**src/rtl/order_book_pkg.sv**
```systemverilog
// Shared types and constants for the add-order front end.
// Command bundle, response codes, book markers and FSM states.
package order_book_pkg;

  localparam int ORDER_W = 16;

  localparam logic SIDE_BUY  = 1'b0;
  localparam logic SIDE_SELL = 1'b1;

  localparam logic [1:0] RSP_OK   = 2'd0;
  localparam logic [1:0] RSP_FULL = 2'd1;
  localparam logic [1:0] RSP_REJ  = 2'd2;

  localparam logic [ORDER_W-1:0] EMPTY_WORD = 16'h0000;
  localparam logic [ORDER_W-1:0] DELETED_ID = 16'hFFFF;

  typedef enum logic [2:0] {
    ST_IDLE,
    ST_CHECK,
    ST_ISSUE,
    ST_RELEASE,
    ST_RESPOND
  } seq_state_t;

  typedef struct packed {
    logic               side;
    logic [ORDER_W-1:0] id;
    logic [ORDER_W-1:0] size;
    logic [ORDER_W-1:0] limit;
  } order_cmd_t;

  // Zero and all-ones words mark empty/deleted book slots,
  // so such commands can never be written.
  function automatic logic cmd_ok(input order_cmd_t c);
    return !(c.id == EMPTY_WORD ||
             c.id == DELETED_ID ||
             c.size == EMPTY_WORD ||
             c.limit == EMPTY_WORD);
  endfunction

endpackage

```
**src/rtl/order_add_sequencer_if.sv**
```systemverilog
// Command, add-engine and response buses of the sequencer.
// slave = sequencer side, master = environment side.
interface order_add_sequencer_if;
  import order_book_pkg::*;

  logic               cmd_valid;
  logic               cmd_ready;
  logic               cmd_side;
  logic [ORDER_W-1:0] cmd_id;
  logic [ORDER_W-1:0] cmd_size;
  logic [ORDER_W-1:0] cmd_limit;

  logic               add_start;
  logic               add_side;
  logic [ORDER_W-1:0] add_id;
  logic [ORDER_W-1:0] add_size;
  logic [ORDER_W-1:0] add_limit;
  logic [ORDER_W-1:0] add_success;
  logic               add_done;

  logic               rsp_valid;
  logic               rsp_ready;
  logic [ORDER_W-1:0] rsp_id;
  logic [1:0]         rsp_code;

  modport slave (
    input  cmd_valid, cmd_side, cmd_id,
    input  cmd_size, cmd_limit,
    output cmd_ready,
    output add_start, add_side, add_id,
    output add_size, add_limit,
    input  add_success, add_done,
    output rsp_valid, rsp_id, rsp_code,
    input  rsp_ready
  );

  modport master (
    output cmd_valid, cmd_side, cmd_id,
    output cmd_size, cmd_limit,
    input  cmd_ready,
    input  add_start, add_side, add_id,
    input  add_size, add_limit,
    output add_success, add_done,
    input  rsp_valid, rsp_id, rsp_code,
    output rsp_ready
  );

endinterface

```
**src/rtl/order_cmd_fifo.sv**
```systemverilog
// Synchronous command FIFO, wrap-bit pointers for full/empty.
// Ports: clk, rst, i_push/i_data, i_pop/o_data, o_full, o_empty.
module order_cmd_fifo
  import order_book_pkg::*;
#(
  parameter int DEPTH = 4,
  parameter int PTR_W = 2
) (
  input  logic       clk,
  input  logic       rst,
  input  logic       i_push,
  input  order_cmd_t i_data,
  input  logic       i_pop,
  output order_cmd_t o_data,
  output logic       o_full,
  output logic       o_empty
);

  localparam logic [PTR_W:0] PTR_ONE =
    {{PTR_W{1'b0}}, 1'b1};

  order_cmd_t     r_mem [DEPTH];
  logic [PTR_W:0] r_wr;
  logic [PTR_W:0] r_rd;
  logic           w_we;
  logic           w_re;

  assign o_empty = (r_wr == r_rd);
  assign o_full  = (r_wr[PTR_W] != r_rd[PTR_W]) &&
                   (r_wr[PTR_W-1:0] == r_rd[PTR_W-1:0]);

  assign w_we = i_push & ~o_full;
  assign w_re = i_pop & ~o_empty;

  assign o_data = r_mem[r_rd[PTR_W-1:0]];

  always_ff @(posedge clk) begin
    if (w_we) r_mem[r_wr[PTR_W-1:0]] <= i_data;
  end

  always_ff @(posedge clk or negedge rst) begin
    if (!rst) begin
      r_wr <= '0;
      r_rd <= '0;
    end else begin
      if (w_we) r_wr <= r_wr + PTR_ONE;
      if (w_re) r_rd <= r_rd + PTR_ONE;
    end
  end

endmodule

```
**src/rtl/order_add_sequencer.sv**
```systemverilog
// Add-order front end: buffers, validates and issues commands.
// Ports: clk, rst, bus (cmd/add/rsp), cnt_ok/cnt_full/cnt_rej.
module order_add_sequencer
  import order_book_pkg::*;
#(
  parameter int FIFO_DEPTH = 4,
  parameter int PTR_W      = 2,
  parameter int CNT_W      = 16
) (
  input  logic                  clk,
  input  logic                  rst,
  order_add_sequencer_if.slave  bus,
  output logic [CNT_W-1:0]      cnt_ok,
  output logic [CNT_W-1:0]      cnt_full,
  output logic [CNT_W-1:0]      cnt_rej
);

  localparam logic [CNT_W-1:0] CNT_ONE =
    {{(CNT_W-1){1'b0}}, 1'b1};

  seq_state_t         r_state;
  seq_state_t         w_next;
  order_cmd_t         r_hold;
  order_cmd_t         w_cmd_in;
  order_cmd_t         w_head;
  logic               w_push;
  logic               w_pop;
  logic               w_full;
  logic               w_empty;
  logic               w_hold_ok;
  logic               w_rsp_hs;
  logic               w_add_start;
  logic               w_rsp_valid;
  logic [1:0]         r_code;
  logic               r_add_side;
  logic [ORDER_W-1:0] r_add_id;
  logic [ORDER_W-1:0] r_add_size;
  logic [ORDER_W-1:0] r_add_limit;
  logic [CNT_W-1:0]   r_cnt_ok;
  logic [CNT_W-1:0]   r_cnt_full;
  logic [CNT_W-1:0]   r_cnt_rej;

  assign w_cmd_in = {bus.cmd_side, bus.cmd_id,
                     bus.cmd_size, bus.cmd_limit};
  assign w_push   = bus.cmd_valid & ~w_full;
  assign w_pop    = (r_state == ST_IDLE) & ~w_empty;
  assign w_hold_ok = cmd_ok(r_hold);
  assign w_rsp_hs = (r_state == ST_RESPOND) & bus.rsp_ready;

  order_cmd_fifo #(
    .DEPTH (FIFO_DEPTH),
    .PTR_W (PTR_W)
  ) u_fifo (
    .clk     (clk),
    .rst     (rst),
    .i_push  (w_push),
    .i_data  (w_cmd_in),
    .i_pop   (w_pop),
    .o_data  (w_head),
    .o_full  (w_full),
    .o_empty (w_empty)
  );

  always_ff @(posedge clk or negedge rst) begin
    if (!rst) r_state <= ST_IDLE;
    else      r_state <= w_next;
  end

  always_comb begin
    w_next = r_state;
    unique case (r_state)
      ST_IDLE:
        if (!w_empty) w_next = ST_CHECK;
      ST_CHECK:
        w_next = w_hold_ok ? ST_ISSUE : ST_RESPOND;
      ST_ISSUE:
        if (bus.add_done) w_next = ST_RELEASE;
      // engine must be back idle before the next issue
      ST_RELEASE:
        if (!bus.add_done) w_next = ST_RESPOND;
      ST_RESPOND:
        if (bus.rsp_ready) w_next = ST_IDLE;
      default:
        w_next = ST_IDLE;
    endcase
  end

  // start/valid decode straight from state so reset
  // clears them without waiting for a clock
  always_comb begin
    w_add_start = (r_state == ST_ISSUE);
    w_rsp_valid = (r_state == ST_RESPOND);
  end

  always_ff @(posedge clk or negedge rst) begin
    if (!rst) begin
      r_hold      <= '0;
      r_code      <= RSP_OK;
      r_add_side  <= SIDE_BUY;
      r_add_id    <= EMPTY_WORD;
      r_add_size  <= EMPTY_WORD;
      r_add_limit <= EMPTY_WORD;
    end else begin
      if (w_pop) r_hold <= w_head;
      if (r_state == ST_CHECK) begin
        if (w_hold_ok) begin
          r_add_side  <= r_hold.side;
          r_add_id    <= r_hold.id;
          r_add_size  <= r_hold.size;
          r_add_limit <= r_hold.limit;
        end else begin
          r_code <= RSP_REJ;
        end
      end
      if (r_state == ST_ISSUE && bus.add_done) begin
        r_code <= (bus.add_success != '0) ?
                  RSP_OK : RSP_FULL;
      end
    end
  end

  always_ff @(posedge clk or negedge rst) begin
    if (!rst) begin
      r_cnt_ok   <= '0;
      r_cnt_full <= '0;
      r_cnt_rej  <= '0;
    end else if (w_rsp_hs) begin
      case (r_code)
        RSP_OK:
          if (r_cnt_ok != '1)
            r_cnt_ok <= r_cnt_ok + CNT_ONE;
        RSP_FULL:
          if (r_cnt_full != '1)
            r_cnt_full <= r_cnt_full + CNT_ONE;
        RSP_REJ:
          if (r_cnt_rej != '1)
            r_cnt_rej <= r_cnt_rej + CNT_ONE;
        default: ;
      endcase
    end
  end

  assign bus.cmd_ready = ~w_full;
  assign bus.add_start = w_add_start;
  assign bus.add_side  = r_add_side;
  assign bus.add_id    = r_add_id;
  assign bus.add_size  = r_add_size;
  assign bus.add_limit = r_add_limit;
  assign bus.rsp_valid = w_rsp_valid;
  assign bus.rsp_id    = r_hold.id;
  assign bus.rsp_code  = r_code;

  assign cnt_ok   = r_cnt_ok;
  assign cnt_full = r_cnt_full;
  assign cnt_rej  = r_cnt_rej;

endmodule

```
**src/flat_wrapper.sv**
```systemverilog
// flat-port wrapper written by rule: the top's interface ports become plain ports
module order_add_sequencer_flat import order_book_pkg::*;
#(
  parameter int FIFO_DEPTH = 4,
  parameter int PTR_W      = 2,
  parameter int CNT_W      = 16
)
  (clk, rst, cnt_ok, cnt_full, cnt_rej, bus_cmd_valid, bus_cmd_side, bus_cmd_id, bus_cmd_size, bus_cmd_limit, bus_cmd_ready, bus_add_start, bus_add_side, bus_add_id, bus_add_size, bus_add_limit, bus_add_success, bus_add_done, bus_rsp_valid, bus_rsp_id, bus_rsp_code, bus_rsp_ready);
  order_add_sequencer_if bus_i ();
  input  logic clk;
  input  logic rst;
  output logic [CNT_W-1:0] cnt_ok;
  output logic [CNT_W-1:0] cnt_full;
  output logic [CNT_W-1:0] cnt_rej;
  input wire logic [$bits(bus_i.cmd_valid)-1:0] bus_cmd_valid;
  input wire logic [$bits(bus_i.cmd_side)-1:0] bus_cmd_side;
  input wire logic [$bits(bus_i.cmd_id)-1:0] bus_cmd_id;
  input wire logic [$bits(bus_i.cmd_size)-1:0] bus_cmd_size;
  input wire logic [$bits(bus_i.cmd_limit)-1:0] bus_cmd_limit;
  output wire logic [$bits(bus_i.cmd_ready)-1:0] bus_cmd_ready;
  output wire logic [$bits(bus_i.add_start)-1:0] bus_add_start;
  output wire logic [$bits(bus_i.add_side)-1:0] bus_add_side;
  output wire logic [$bits(bus_i.add_id)-1:0] bus_add_id;
  output wire logic [$bits(bus_i.add_size)-1:0] bus_add_size;
  output wire logic [$bits(bus_i.add_limit)-1:0] bus_add_limit;
  input wire logic [$bits(bus_i.add_success)-1:0] bus_add_success;
  input wire logic [$bits(bus_i.add_done)-1:0] bus_add_done;
  output wire logic [$bits(bus_i.rsp_valid)-1:0] bus_rsp_valid;
  output wire logic [$bits(bus_i.rsp_id)-1:0] bus_rsp_id;
  output wire logic [$bits(bus_i.rsp_code)-1:0] bus_rsp_code;
  input wire logic [$bits(bus_i.rsp_ready)-1:0] bus_rsp_ready;
  assign bus_i.cmd_valid = bus_cmd_valid;
  assign bus_i.cmd_side = bus_cmd_side;
  assign bus_i.cmd_id = bus_cmd_id;
  assign bus_i.cmd_size = bus_cmd_size;
  assign bus_i.cmd_limit = bus_cmd_limit;
  assign bus_cmd_ready = bus_i.cmd_ready;
  assign bus_add_start = bus_i.add_start;
  assign bus_add_side = bus_i.add_side;
  assign bus_add_id = bus_i.add_id;
  assign bus_add_size = bus_i.add_size;
  assign bus_add_limit = bus_i.add_limit;
  assign bus_i.add_success = bus_add_success;
  assign bus_i.add_done = bus_add_done;
  assign bus_rsp_valid = bus_i.rsp_valid;
  assign bus_rsp_id = bus_i.rsp_id;
  assign bus_rsp_code = bus_i.rsp_code;
  assign bus_i.rsp_ready = bus_rsp_ready;
  order_add_sequencer #(.FIFO_DEPTH(FIFO_DEPTH), .PTR_W(PTR_W), .CNT_W(CNT_W)) u_core (.clk(clk), .rst(rst), .bus(bus_i), .cnt_ok(cnt_ok), .cnt_full(cnt_full), .cnt_rej(cnt_rej));
endmodule
```
**config.mk**
```make
export PLATFORM = sky130hd
export DESIGN_NAME = order_add_sequencer_flat
export DESIGN_NICKNAME = d
export VERILOG_FILES = /design/src/rtl/order_book_pkg.sv /design/src/rtl/order_add_sequencer_if.sv /design/src/rtl/order_cmd_fifo.sv /design/src/rtl/order_add_sequencer.sv /design/src/flat_wrapper.sv
export SDC_FILE = /design/constraint.sdc
export NUM_CORES = 1
export LEC_CHECK = 0
export CORE_MARGIN = 2
export CORE_UTILIZATION = 40
export CTS_BUF_LIST = sky130_fd_sc_hd__clkbuf_16
export CTS_CLUSTER_DIAMETER = 50
export DETAILED_ROUTE_END_ITERATION = 16
export GPL_TIMING_DRIVEN = 1
export PLACE_DENSITY = 0.71
export SKIP_LAST_GASP = 1
export SLEW_MARGIN = 40
export SYNTH_ARGS = -nofsm -noshare
export SYNTH_HDL_FRONTEND = slang
export SYNTH_SLANG_ARGS = --single-unit
```
**constraint.sdc**
```tcl
create_clock -name clk -period 4.3 [get_ports clk]
set_clock_uncertainty 0.15 [all_clocks]
set_input_delay 1.075 -clock clk [delete_from_list [all_inputs] [get_ports clk]]
set_output_delay 1.075 -clock clk [all_outputs]
set_load 0.005 [all_outputs]
```
# [Yosys cells after proc, flatten, opt, wreduce, memory -nomap -nowiden]
# Memories as Yosys holds them, arrays and structs flattened. A register that Yosys moved wholly into a read port is not among the register bits.
# Index checks and enable logic that the tools add are counted.
[word_totals] reg_bits=108 ramBits=196 in_bits=70 out_inout_bits=118 elab_cells=74 memories=1
[op_classes] addsub=5 n_eq_ne=17 muxes=12 bitwise_logic=8 n_reduce_logical=20
[memory_table] name="u_core.u_fifo.r_mem" words=4 width=49 read_ports=1 rd_clocked_by_memory_dff=1 wr=1 line="order_cmd_fifo.sv:22" rtl="order_cmd_t r_mem [DEPTH];"
[ops] cell="16-bit by 1-bit adder with 16-bit output (second input constant)" n=3
[ops] cell="16-bit zero test" n=3
[ops] cell="16-bit != test (second input constant)" n=3
[ops] cell="16-bit equality test (second input constant)" n=1
[ops] cell="16-bit nonzero test" n=1
[ops] cell="3-bit two-way mux" n=5
[ops] cell="3-bit case mux with 5 select lines" n=1
[ops] cell="3-bit AND reduction" n=3
[ops] cell="3-bit by 1-bit adder with 3-bit output (second input constant)" n=2
[ops] cell="3-bit by 2-bit equality test with 1-bit output (second input constant)" n=2
[ops] cell="2-bit two-way mux" n=3
[ops] cell="1-bit bitwise AND" n=5
[ops] cell="2-bit by 1-bit != test with 1-bit output (second input constant)" n=2
[ops] cell="2-bit != test (second input constant)" n=2
[ops] cell="2-bit AND reduction" n=2
[ops] cell="4-bit AND reduction" n=1
[ops] cell="2-bit nonzero test" n=2
[ops] cell="3-bit by 1-bit equality test with 1-bit output (second input constant)" n=1
[ops] cell="3-bit equality test" n=1
[ops] cell="3-bit equality test (second input constant)" n=1
[ops] cell="3-bit zero test" n=1
[ops] cell="1-bit logical OR" n=3
[ops] cell="1-bit two-way mux" n=3
[ops] cell="1-bit NOT" n=3
[ops] cell="other kinds (7)" n=8

# [Depth between registers and ports, before layout]
[depth] word_depth=7 mapped_depth=7 ltp_nobuf=6

# [Modules after synthesis]
# Synthesis repeated with hierarchy kept, for this count alone.
[unflattened] cells_unflattened=787 area_unflattened_um2=13975.9
[modules_own_cells] mod="order_cmd_fifo" instances=1 cells_each=305 area_each_um2=7592.3 seq_area_each_um2=6035.8
[modules_own_cells] mod="order_add_sequencer" instances=1 cells_each=482 area_each_um2=6383.6 seq_area_each_um2=3778.6

# [Least setup slack after synthesis]
# Ideal clock, no wire load.
[synth_path] kind="input to register" from="in bus_rsp_ready" to="reg u_core.r_cnt_ok[14] (netlist: u_core.cnt_ok[14])" setup_time_ns=0.125 arrival_ns=2.665 required_time_ns=4.025 path_slack_ns=1.360 stages=5 path_buffers=0 cell_sequence="nand4bb_4 or4b_4 or3_4 or4_4 xnor2_2"
[synth_between] elab_chain_cells=2
[synth_rtl] item="from (decl)" line="flat_wrapper.sv:31" rtl="input wire logic [$bits(bus_i.rsp_ready)-1:0] bus_rsp_ready;"
[synth_rtl] item="1-bit bitwise AND" line="order_add_sequencer.sv:48" rtl="assign w_rsp_hs = (r_state == ST_RESPOND) & bus.rsp_ready;"
[synth_rtl] item="3-bit AND reduction (no line)"
[synth_rtl] item="to (signal assigned)" line="order_add_sequencer.sv:131" rtl="r_cnt_ok <= r_cnt_ok + CNT_ONE;"
[synth_rtl] item="to (decl)" line="order_add_sequencer.sv:39" rtl="logic [CNT_W-1:0] r_cnt_ok;"
# Every way passes these cells.
# A chain may end at the register's enable or synchronous reset.

# [Worst setup path after layout]
[layout_path] from="reg u_core.u_fifo.r_rd[0]" to="out bus_cmd_ready"
[layout_between] elab_chain_cells=3
[layout_rtl] item="from (decl)" line="order_cmd_fifo.sv:24" rtl="logic [PTR_W:0] r_rd;"
[layout_rtl] item="from (signal assigned)" line="order_cmd_fifo.sv:47" rtl="if (w_re) r_rd <= r_rd + PTR_ONE;"
[layout_rtl] item="2-bit equality test" line="order_cmd_fifo.sv:30" rtl="(r_wr[PTR_W-1:0] == r_rd[PTR_W-1:0]);"
[layout_rtl] item="1-bit logical AND" line="order_cmd_fifo.sv:29" rtl="assign o_full = (r_wr[PTR_W] != r_rd[PTR_W]) &&"
[layout_rtl] item="1-bit NOT" line="order_add_sequencer.sv:143" rtl="assign bus.cmd_ready = ~w_full;"
[layout_rtl] item="to (decl)" line="flat_wrapper.sv:20" rtl="output wire logic [$bits(bus_i.cmd_ready)-1:0] bus_cmd_ready;"
# Every way passes these cells.

==> qor.txt <==
reg-to-reg endpoint: u_core.bus.rsp_code[0]$_DFFE_PN0P_
Initial DRT Pass Iterations: 4
area grow syn2layout: 27.5%
Net Count, Synth: 852
Post-CTS Setup Inserts: 0
antenna-violating nets left: 0
Worst VDD drop: 437 uV
Die H: 190 um
DP HPWL: 19200 um
DRC: 0
Seq/Total Area, Yosys: 0.710
CP endpoint kind: output pin
Hold EP: u_core.u_fifo.r_wr[2]$_DFFE_PN0P_
Reg area: 9820 um2
Hold Vio Cnt, Final: 0
Synth cell types: 47
Setup Viol. Count Final: 0
nets: 1057
multi-input logic area: 3760 um2
most frequent cells in the layout: edfxtp_1, clkdlybuf4s50_1, dfrtp_1
first-pass GRT wire length: 45800 um
fraction of registers with async set/reset: 0.445
antenna cells: 0
core area: 34300 um2
Warnings, synthesis: 0
CTS tree: built
Rows: 68
CP Launch Type: flop
IO Port Bufs: 187
initial core utilization: 0.403
R2R Setup Slk: 1.56 ns
CTS Buf Count: 40
R2R depth: 5
CTS max path bufs: 3
WP data required: 3.07 ns
dominant synthesized flop cell: edfxtp_1
Placement Cell Area: 16200 um2
Die Outline Area: 36000 um2
gpl congestion: 0.780
chip width: 190 um
vias in the first global route: 7991
initial antenna violation count: 0
Hold WC Path Type: reg -> reg
final cell count without fillers: 1464
clock slew at the register clock pins of the worst setup and hold paths: 0.06 ns
fill cell count: 2730
Pwr Density: 694 nW/um2
Clock Sinks: 353
commonest non-fill, non-tap cell in the layout: edfxtp_1
period utilisation layout: 0.802
Slew headroom: 0.464
Syn Area/Cell: 17.8 um2
DR vias: 7504
Worst R2R Start: u_core.r_hold[10]$_DFFE_PN0P_
crit path time final: 3.45 ns
grt total ovfl: 0
Hold Startpoint: u_core.u_fifo.r_wr[2]$_DFFE_PN0P_
H-tree Lvls: 2
Max Cap Viol: 0
hold_buf cts: 0
Tot Pwr: 12.2 mW
layout cells sized above 1: 0.245
DRT iter0 DRCs: 498
DR vias/cell: 5.13
Crit Path Category: reg -> out
FF+latch count, synth: 353
drt wl/cell: 20.0 um
num ports: 188
Min Hold Slack: 0.341 ns
status: finished, final reports clean
LEAKAGE: 6.54 nW
pin count of the biggest net entering global routing: 56
cts repair resizes: 0
root buffer cell: clkbuf_16
CP Max Fanout: 25
RSZ-0062 raised after global routing: false
Least-Margin Pin Slew: 0.805 ns
mapped cell area: 13800 um2
Peak Freq: 290 MHz
number of enable flip-flop cells after synthesis: 196
worst hold stages: 1
placed cells: 1391
Synth Instances: 774
overall global routing resource usage: 0.166
crit path DAT: 2.23 ns
Max Slew Vio Count: 0
setup_tns: 0 ns
Worst-Skew Late Latency: 0.53 ns
WL final: 29300 um
fin area: 17600 um2
==> worst max path at each step <==
| stage | startpoint | cells past startpoint | to |
|---|---|---|---|
| final | u_core.u_fifo.r_rd[0]$_DFFE_PN0P_ | 3 | bus_cmd_ready |
| after global routing | u_core.u_fifo.r_rd[0]$_DFFE_PN0P_ | 3 | bus_cmd_ready |
| after CTS | u_core.u_fifo.r_rd[0]$_DFFE_PN0P_ | 3 | bus_cmd_ready |
| after detailed placement | bus_rsp_ready | 6 | u_core.cnt_ok[14]$_DFFE_PN0P_ |
| after global placement | bus_rsp_ready | 6 | u_core.cnt_ok[14]$_DFFE_PN0P_ |
| after floorplan | bus_rsp_ready | 5 | u_core.cnt_ok[14]$_DFFE_PN0P_ |
==> synthesized netlist by cell type, drive strengths merged, types with 2 or more instances <==
| cell type | instances | area share |
|---|---|---|
| o2111ai | 2 | 0.0013 |
| o21ai | 2 | 0.00072 |
| and2 | 4 | 0.0018 |
| nand2 | 25 | 0.0068 |
| clkbuf | 14 | 0.0038 |
| nand2b | 4 | 0.0018 |
| mux4 | 49 | 0.080 |
| nand3 | 13 | 0.0047 |
| or2 | 3 | 0.0014 |
| a21oi | 3 | 0.0011 |
| edfxtp | 196 | 0.43 |
| ha | 8 | 0.0072 |
| mux2 | 102 | 0.083 |
| dfrtp | 157 | 0.28 |
| nand4 | 18 | 0.0082 |
| xnor2 | 29 | 0.019 |
| inv | 10 | 0.0027 |
| nor3 | 7 | 0.0025 |
| nor3b | 2 | 0.0011 |
| nor4 | 20 | 0.0095 |
| or3 | 3 | 0.0017 |
| nor2 | 25 | 0.0068 |
| and3 | 9 | 0.0041 |
| and4 | 3 | 0.0019 |
| or4 | 3 | 0.0019 |
| buf | 27 | 0.012 |
| xor2 | 22 | 0.014 |
==> final cells by class <==
| cell class | instances | share of cell area |
|---|---|---|
| Clock buffer | 42 | 0.0597 |
| Clock inverter | 30 | 0.0200 |
| Inverter | 10 | 0.00213 |
| Multi-Input combinational cell | 370 | 0.214 |
| Sequential cell | 353 | 0.557 |
| Tap cell | 455 | 0.0323 |
| Timing Repair Buffer | 204 | 0.115 |
==> registers in the layout, indices dropped and copies added, names as in the netlist, 16 cells and up <==
name	cells
u_core.cnt_full	16
u_core.bus.add_id	16
u_core.u_fifo.r_mem	196
u_core.bus.rsp_id	16
u_core.r_hold	33
u_core.bus.add_size	16
u_core.cnt_ok	16
u_core.bus.add_limit	16
u_core.cnt_rej	16
==> worst max-delay path: stages (launching register included) <==
cell             delay, ns
dfrtp_4               0.77
xnor2_1               0.16
nand3_1               0.17
clkdlybuf4s50_1       0.60
==> power breakdown <==
part	internal [mW]	switching, mW
logic	2.05	1.40
registers	4.61	0.642
clock network	2.20	1.33
total	8.86	3.37
==> per-layer routing <==
metal | global-route usage | wire length (um) | vias up
met5 | 0 | 0 | -
met4 | 0.0376 | 474 | 0
met3 | 0.0303 | 1510 | 34
met2 | 0.288 | 15000 | 212
met1 | 0.217 | 12300 | 3870
li1 | - | - | 3388
==> cell families (layout without fill, tap and decap cells) <==
| kind of cell | Yosys count | after routing | synth area share |
|---|---|---|---|
| DFF | 353 | 353 | 0.710 |
| muxes | 151 | 151 | 0.163 |
| and+or+nand+nor | 144 | 144 | 0.0591 |
| xor gates and xnor gates | 51 | 51 | 0.0329 |
| buffers and inverters | 51 | 286 | 0.0187 |
| AOI/OAI and AO/OA | 16 | 16 | 0.00860 |
| adders and majority gates | 8 | 8 | 0.00725 |
==> through the flow <==
stage	setup slack [ns]	util
2_1_floorplan	1.36	-
5_1_grt	0.667	0.514
3_5_place_dp	0.705	0.472
3_3_place_gp	0.709	0.472
4_1_cts	0.747	0.513
6_report	0.850	0.514
Note: power is estimated with default switching activity, not from simulation.
